`src/rtl/affine_seq_pkg.sv`:
```
// affine_seq shared types and constants.
// State encoding, saturation bounds and accumulator width.
package affine_pkg;

  typedef enum logic [1:0] {
    IDLE,
    MUL,
    WAIT,
    DONE
  } state_t;

  localparam int FRAC_DEFAULT = 7;
  localparam int SAT_MAX      = 127;
  localparam int SAT_MIN      = -128;
  localparam int ACC_W        = 11;

endpackage

```
`src/rtl/affine_seq_sat8.sv`:
```
// Clamp an accumulator value to the signed 8-bit range.
// Pure combinational; used once per output channel.
module sat8
  import affine_pkg::*;
(
  input  logic [ACC_W-1:0] i_d,
  output logic [7:0]       o_q
);

  logic signed [ACC_W-1:0] w_d;

  assign w_d = $signed(i_d);

  // clamp to [SAT_MIN, SAT_MAX], else pass low byte
  always_comb begin
    o_q = w_d[7:0];
    if (w_d > SAT_MAX) begin
      o_q = 8'(SAT_MAX);
    end else if (w_d < SAT_MIN) begin
      o_q = 8'(SAT_MIN);
    end
  end

endmodule

```
`src/rtl/mult.sv`:
```
// Shared signed multiplier, low W bits of the product.
// P=1 registers the product, adding one cycle of latency.
module mult #(
  parameter int W = 16,
  parameter int P = 0
) (
  input  logic         Clock,
  input  logic         nReset,
  input  logic [W-1:0] A,
  input  logic [W-1:0] B,
  output logic [W-1:0] Prod
);

  logic [W-1:0] w_prod;
  logic [W-1:0] r_prod;

  assign w_prod = W'($signed(A) * $signed(B));

  // optional product pipeline register
  always_ff @(posedge Clock or negedge nReset) begin
    if (!nReset) begin
      r_prod <= '0;
    end else begin
      r_prod <= w_prod;
    end
  end

  assign Prod = (P != 0) ? r_prod : w_prod;

endmodule

```
`src/rtl/affine_seq.sv`:
```
// Multi-cycle affine transform on one shared multiplier.
// Four products accumulate into two saturated 8-bit results.
module affine_seq
  import affine_pkg::*;
#(
  parameter int P    = 0,
  parameter int FRAC = FRAC_DEFAULT
) (
  input  logic       Clock,
  input  logic       nReset,
  input  logic       Start,
  input  logic [7:0] X,
  input  logic [7:0] Y,
  input  logic [7:0] A11,
  input  logic [7:0] A12,
  input  logic [7:0] A21,
  input  logic [7:0] A22,
  input  logic [7:0] B1,
  input  logic [7:0] B2,
  input  logic       Ack,
  output logic       Busy,
  output logic       Valid,
  output logic [7:0] Xo,
  output logic [7:0] Yo
);

  state_t           r_state;
  logic [1:0]       r_step;
  logic [7:0]       r_x;
  logic [7:0]       r_y;
  logic [7:0]       r_a11;
  logic [7:0]       r_a12;
  logic [7:0]       r_a21;
  logic [7:0]       r_a22;
  logic [ACC_W-1:0] r_acc1;
  logic [ACC_W-1:0] r_acc2;
  logic             r_valid;
  logic [7:0]       r_xo;
  logic [7:0]       r_yo;

  logic [7:0]       w_coef;
  logic [7:0]       w_var;
  logic [15:0]      w_opa;
  logic [15:0]      w_opb;
  logic [15:0]      w_prod;
  logic [ACC_W-1:0] w_term;
  logic [ACC_W-1:0] w_acc1_nxt;
  logic [ACC_W-1:0] w_acc2_nxt;
  logic [7:0]       w_sat1;
  logic [7:0]       w_sat2;
  logic             w_acc_en;
  logic             w_last;

  // step selects which coefficient/variable pair feeds the multiplier
  always_comb begin
    w_coef = r_a11;
    w_var  = r_x;
    case (r_step)
      2'd0: begin w_coef = r_a11; w_var = r_x; end
      2'd1: begin w_coef = r_a12; w_var = r_y; end
      2'd2: begin w_coef = r_a21; w_var = r_x; end
      default: begin w_coef = r_a22; w_var = r_y; end
    endcase
  end

  assign w_opa = {{8{w_coef[7]}}, w_coef};
  assign w_opb = {{8{w_var[7]}}, w_var};

  mult #(
    .W(16),
    .P(P)
  ) u_mult (
    .Clock (Clock),
    .nReset(nReset),
    .A     (w_opa),
    .B     (w_opb),
    .Prod  (w_prod)
  );

  assign w_term     = ACC_W'($signed(w_prod) >>> FRAC);
  assign w_acc1_nxt = r_acc1 + w_term;
  assign w_acc2_nxt = r_acc2 + w_term;
  assign w_last     = (r_step == 2'd3);
  assign w_acc_en   = (r_state == WAIT) ||
                      ((P == 0) && (r_state == MUL));

  sat8 u_sat_x (
    .i_d(r_acc1),
    .o_q(w_sat1)
  );

  sat8 u_sat_y (
    .i_d(w_acc2_nxt),
    .o_q(w_sat2)
  );

  // control FSM with operand latches, accumulators and result registers
  always_ff @(posedge Clock or negedge nReset) begin
    if (!nReset) begin
      r_state <= IDLE;
      r_step  <= '0;
      r_x     <= '0;
      r_y     <= '0;
      r_a11   <= '0;
      r_a12   <= '0;
      r_a21   <= '0;
      r_a22   <= '0;
      r_acc1  <= '0;
      r_acc2  <= '0;
      r_valid <= 1'b0;
      r_xo    <= '0;
      r_yo    <= '0;
    end else begin
      case (r_state)
        IDLE: begin
          if (Start) begin
            r_x     <= X;
            r_y     <= Y;
            r_a11   <= A11;
            r_a12   <= A12;
            r_a21   <= A21;
            r_a22   <= A22;
            r_acc1  <= {{(ACC_W-8){B1[7]}}, B1};
            r_acc2  <= {{(ACC_W-8){B2[7]}}, B2};
            r_step  <= '0;
            r_state <= MUL;
          end
        end
        MUL, WAIT: begin
          if (w_acc_en) begin
            if (r_step[1]) begin
              r_acc2 <= w_acc2_nxt;
            end else begin
              r_acc1 <= w_acc1_nxt;
            end
            r_step <= r_step + 2'd1;
            if (w_last) begin
              r_state <= DONE;
              r_valid <= 1'b1;
              r_xo    <= w_sat1;
              r_yo    <= w_sat2;
            end else begin
              r_state <= MUL;
            end
          end else begin
            r_state <= WAIT;
          end
        end
        DONE: begin
          if (Ack) begin
            r_valid <= 1'b0;
            r_state <= IDLE;
          end
        end
        default: begin
          r_state <= IDLE;
        end
      endcase
    end
  end

  assign Busy  = (r_state != IDLE);
  assign Valid = r_valid;
  assign Xo    = r_xo;
  assign Yo    = r_yo;

endmodule

```
`config.mk`:
```
export PLATFORM = sky130hd
export DESIGN_NAME = affine_seq
export DESIGN_NICKNAME = d
export VERILOG_FILES = /design/src/rtl/affine_seq_pkg.sv /design/src/rtl/affine_seq_sat8.sv /design/src/rtl/mult.sv /design/src/rtl/affine_seq.sv
export SDC_FILE = /design/constraint.sdc
export NUM_CORES = 1
export LEC_CHECK = 0
export BUFFER_PORTS_ARGS = -buffer_cell sky130_fd_sc_hd__buf_4
export CORE_UTILIZATION = 39
export CTS_CLUSTER_SIZE = 10
export DETAILED_ROUTE_END_ITERATION = 10
export PLACE_DENSITY = 0.58
export SKIP_LAST_GASP = 1
export SYNTH_ARGS = -nofsm -noshare
export SYNTH_HDL_FRONTEND = slang
export SYNTH_SLANG_ARGS = --single-unit
```
`constraint.sdc`:
```
create_clock -name Clock -period 6.8 [get_ports Clock]
set_input_delay 0.34 -clock Clock [delete_from_list [all_inputs] [get_ports Clock]]
set_output_delay 0.34 -clock Clock [all_outputs]
set_load 0.05 [all_outputs]
```
* Word level (Yosys, flattened, before mapping) *
Index checks and enable logic that the tools add are counted.
W data, S select, Z words.

storage, ports and cells
  word-level logic and storage cells = 74
  register bits after elaboration = 91
  memory bits (writable) = 0
  ROM bits = 0
  memories = 0
  bits in latches = 0
  output and inout bits = 18

cells by class
  $add $sub $neg = 3
  equal/unequal tests = 12
  mux-type cells = 26
  reduce and logical (&&, ||, !) cells = 15
  magnitude comparators = 4
  div/mod/pow operators = 0
  shift-type cells = 0
  bitwise operators = 0
  multiply operators = 1

operator list
  kind                   number
  $mux W11               6
  $pmux W11 S2           2
  $mux W8                5
  $pmux W8 S3            1
  $add A11 B11 Y11       2
  $gt A11 B8 Y1 const B  2
  $lt A11 B8 Y1 const B  2
  $mul A8 B8 Y16         1
  $mux W2                6
  $ne A2 B2 Y1 const B   6
  $reduce_and A4 Y1      3
  $eq A2 B2 Y1 const B   4
  $pmux W2 S3            1
  $reduce_and A3 Y1      2
  $reduce_bool A2 Y1     3
  $eq A2 B1 Y1 const B   2
  $logic_not A2 Y1       2
  $pmux W2 S2            1
  $reduce_and A2 Y1      2
  $reduce_or A2 Y1       2
  $mux W1                3
  $add A2 B1 Y2 const B  1
  $pmux W1 S2            1
  $logic_or A1 B1 Y1     1

* Depth between registers and ports, before layout *
  depth in word-level cells = 8
  mapped depth = 34

* Cells and area by module *
From an unflattened synthesis, not the netlist that was laid out.

unflattened totals
  cell total of the unflattened synthesis = 986
  area, all modules = 9491.6 um^2

modules (own cells, without submodules)
  module      seq. area each (um^2)  cells each  area an instance (um^2)  instances
  affine_seq  2277.2                 430         4937.2                   1
  mult        0.0                    504         4166.5                   1
  sat8        0.0                    26          193.9                    2

* Worst setup path before layout *
Ideal clock, no wire load.

  kind = register -> register
  start point = register r_step[0]
  end point = register r_yo[0], in the netlist Yo[0]
  period minus slack after synthesis = 7.583 ns
  path buffers = 1
  arrival time = 7.459 ns
  stages on the path, launching flop included = 29
  slack = -0.783 ns
  cells stage by stage = dfrtp_1 inv_1 ha_1 clkbuf_1 nor2_1 mux2i_1 or2_2 fa_1 fa_1 inv_1 fa_1 fa_1 ha_1 nand4b_1 o211ai_1 o41a_1 a21oi_1 nor2b_1 o21a_1 nor2_1 xnor2_1 ha_1 or3_1 a311oi_1 nor3_1 a311oi_1 nor3_1 o21ai_1 o21ai_1

between the ends
  word-level cells in the longest chain between the ends = 8
  elaborated cells on any way between the ends = 14
  classes of those cells = add/sub: 1; mul: 1; order compare: 2; eq/ne: 3; mux: 4; reduce/logical: 3

ends and longest elaborated chain
  item                                                     RTL line               RTL
  start, declared                                          affine_seq.sv:28       logic [1:0] r_step;
  start signal, assigned                                   affine_seq.sv:136      r_step <= r_step + 2'd1;
  $eq A2 B2 Y1 / $logic_not A2 Y1 (equally long branches)  affine_seq.sv:58       case (r_step)
  $reduce_or A2 Y1 (no line)                               n/a
  $mux W8                                                  affine_seq.sv:58
  $mul A8 B8 Y16                                           mult.sv:17             assign w_prod = W'($signed(A) * $signed(B));
  $add A11 B11 Y11                                         affine_seq.sv:82       assign w_acc2_nxt = r_acc2 + w_term;
  $lt A11 B8 Y1                                            affine_seq_sat8.sv:19  end else if (w_d < SAT_MIN) begin
  $mux W8                                                  affine_seq_sat8.sv:19
  $mux W8                                                  affine_seq_sat8.sv:17  if (w_d > SAT_MAX) begin
  end signal, assigned                                     affine_seq.sv:141      r_yo <= w_sat2;
  end, declared                                            affine_seq.sv:39       logic [7:0] r_yo;

Parallel ways exist; a longest one is shown, timed or not.
A chain may end at the register's enable or synchronous reset.

* Final worst setup path *
  start point = register r_step[1]
  end point = register r_yo[6], in the netlist Yo[6]

The elaborated chain is that of the path after synthesis.

==> results.cfg <==
[route]
first_iter_violations = 251
remaining_drc_errors = 0
vias = 5781
postRouteAntennaNets = 0
first_pass_iters = 7
wl_per_cell_um = 16.5
viasPerCell = 5.02
wl_um = 19000

[floorplanning]
core_region_area_um2 = 17500
start_util_pct = 40.4
fp.dieW_um = 137
die_h_um = 137
dieArea_um2 = 18700
rows = 48
num_io_pins = 86

[layout]
drive_gt1_share_pct = 41.1
antenna_cells = 0
fin_nets = 1099
seq_area_um2 = 2280
synthToLayoutAreaGrowth_pct = 41.4
fillCellCount = 1536
stdcell_area_um2 = 10000
multiInputGateArea_um2 = 5050

[synthesis]
synth_compound_area_share_pct = 10.3
synth-xor-area-share_pct = 3.83
muxShareOfSynthArea_pct = 11.7
ys_seq_area_share_pct = 32.1
yosys_warnings = 0
ys_types = 45
syn-cell-area_um2 = 7090
synth_fa_ha_area_share_pct = 25.2
ys_seq_elements = 91
yosysTopAreaCellShare_pct = 32.1
synth_top_family_by_area = adder cells
synth.avg_cell_area_um2 = 10.0
synth_area_leaders = dfrtp_1 32%, fa_1 16%, ha_1 9.7%, mux2_2 8.6%, inv_1 4.1%
syn_inst = 709
dominantRegCellSynth = dfrtp_1
synth-simple-area-share_pct = 11.7
synth_largest_area_cell = dfrtp_1
async_reset_ff_share_pct = 100
synth_enable_flop_cells = 0
syn_nets = 887

[global_route]
antenna_found_initial = 0
grt_use_total_pct = 21.6
grt_max_degree = 58
overflow = 0
grt_pass1_vias = 6222
grt_pass1_wl_um = 30800

[setup_path]
max_stage_delay_ns = 0.58
cp-startpoint = r_step[1]
criticalPathCategory = reg -> reg
cp-start-kind = register
slowest_stage = fa_1
arrival_ns = 7.40
r2r-start = r_step[1]
end_kind = register
rrSetupSlack_ns = -0.32
crit_end = Yo[6]
r2r_cells = 33
timing.rr.end = Yo[6]
cp.required_ns = 7.08
cp_max_fo = 6

[outcome]
violations = negative setup slack
status = finished, violations left

[place]
placed_area_um2 = 8820
hpwl_um = 14200
io_buffers = 85
place_congestion = 0.880

[timing]
post-route-period-util_pct = 105
tightest_slew_ns = 1.12
rsz0062_at_grt = yes
final.setup.worst_slack_ns = -0.320
drv_slew = 0
setup_viol = 13
slew_headroom_pct = 25.0
hold_viol_final = 0
fin_skew_ns = 0.0132
max_freq_ghz = 0.140
finalHoldWorstSlack_ns = 0.214
fin_crit_ns = 7.12

[job]
cap_violations = 0

[clocking]
path_clk_slew_ns = 0.07
worstSkewPairLatency_ns = 0.36
cts_htree_levels = 3
clockRootBuffer = clkbuf_16
cts_tree = built
cts_max_path_buffers = 2
cts.sinks = 91
cts_buffers = 9

[worst_hold_path]
hold_path_class = in -> reg
-- state kept, by name, indices dropped and copies added (netlist names), 8 cells and up --
name,flops
r_acc2,11
r_a21,8
Xo,8
r_a12,8
r_a11,8
r_y,8
Yo,8
r_a22,8
r_acc1,11
r_x,8
-- repair_timing --
item / 4_1_cts / 5_1_grt
endpoints found under the setup margin: 15 / 20
hold buffers: 1 / 0
pin swaps: 45 / 32
cloned: 3 / 0
hold endpoints to repair: 34 / 0
buffers inserted: 26 / 15
gates resized for setup: 63 / 37
-- through the flow --
stage | worst slack (ns) | TNS (ns) | util [%] | cells
floorplan | -0.193 | -1.66 | - | 709
global placement | -0.484 | -5.12 | 50.3 | 1094
detailed placement | -0.543 | -5.82 | 50.3 | 1094
CTS | -0.200 | -1.88 | 55.5 | 1139
global route | -0.610 | -7.08 | 57.1 | 1151
finish | -0.320 | -3.22 | 57.1 | 1151
-- how the worst min path moves through the flow --
| stage | end | start | slack, ns | depth (start not counted) |
|---|---|---|---|---|
| floorplan | Valid | nReset | 0.04 | 0 |
| CTS | r_a12[1] | A12[1] | 0.21 | 2 |
| finish | r_a12[1] | A12[1] | 0.21 | 2 |
| global placement | Xo[4] | nReset | 0.37 | 1 |
| global route | r_a21[2] | A21[2] | 0.21 | 2 |
| detailed placement | Xo[4] | nReset | 0.37 | 1 |
-- synthesized netlist by cell type (4+ instances only) --
library cell,count
a21o_1,4
a21oi_1,29
a222oi_1,6
a31oi_1,5
and2_1,6
buf_1,4
clkbuf_1,13
dfrtp_1,91
fa_1,55
ha_1,55
inv_1,77
mux2_2,54
mux2i_1,22
nand2_1,59
nand2b_1,10
nand3_1,8
nor2_1,73
nor2b_1,8
nor3_1,11
o211ai_1,4
o21a_1,6
o21ai_0,24
o21ai_1,20
or2_2,5
xnor2_1,25
xor2_1,6
-- worst max-delay path, delay by kind of cell (launching register included) --
family	cells	cell delay (ns)
fa+ha+maj	7	2.73
compound gates	9	1.58
flops	1	0.40
simple gates	6	0.55
xor+xnor	2	0.42
mux	1	0.31
buf+inv	8	1.04
-- cells in the final DEF, fill, tap and decap left out, types with 9 or more instances in the layout --
cell type	netlist	final
buf_4	1	199
buf_6	0	13
fa_1	55	53
inv_1	77	72
xnor2_1	25	17
nand2_1	59	56
nand2b_1	10	9
mux2_2	54	52
nor2_2	0	9
a21oi_1	29	23
ha_4	0	11
mux2i_1	22	14
o21ai_0	24	20
nor2_1	73	61
o21ai_1	20	16
clkbuf_16	0	9
dfrtp_1	91	91
ha_1	55	41
-- layer usage --
metal,GRT usage [%],vias up,wire length (µm)
li1,-,2808,-
met1,28.0,2878,8590
met2,37.2,84,9560
met3,3.59,11,625
met4,5.86,0,235
met5,0,-,0
-- area by class of cell --
| class | count | share of cell area [%] |
|---|---|---|
| inverter | 78 | 2.97 |
| multi-input combinational | 522 | 50.4 |
| sequential | 91 | 22.7 |
| clock inverter | 7 | 0.987 |
| tap | 225 | 2.81 |
| clock buffer | 9 | 2.25 |
| timing repair buffer | 219 | 17.8 |
-- logic make-up after synthesis --
group                    after synthesis
AND/OR/NAND/NOR                      188
AO/OA/AOI/OAI                        117
adder cells (fa/ha/maj)              110
buffers and inverters                 96
flip-flops                            91
multiplexers                          76
XOR/XNOR                              31
Power is left out: the tool's default activity adds up to more than one toggle a clock period on the data nets, which glitch-free logic cannot reach.
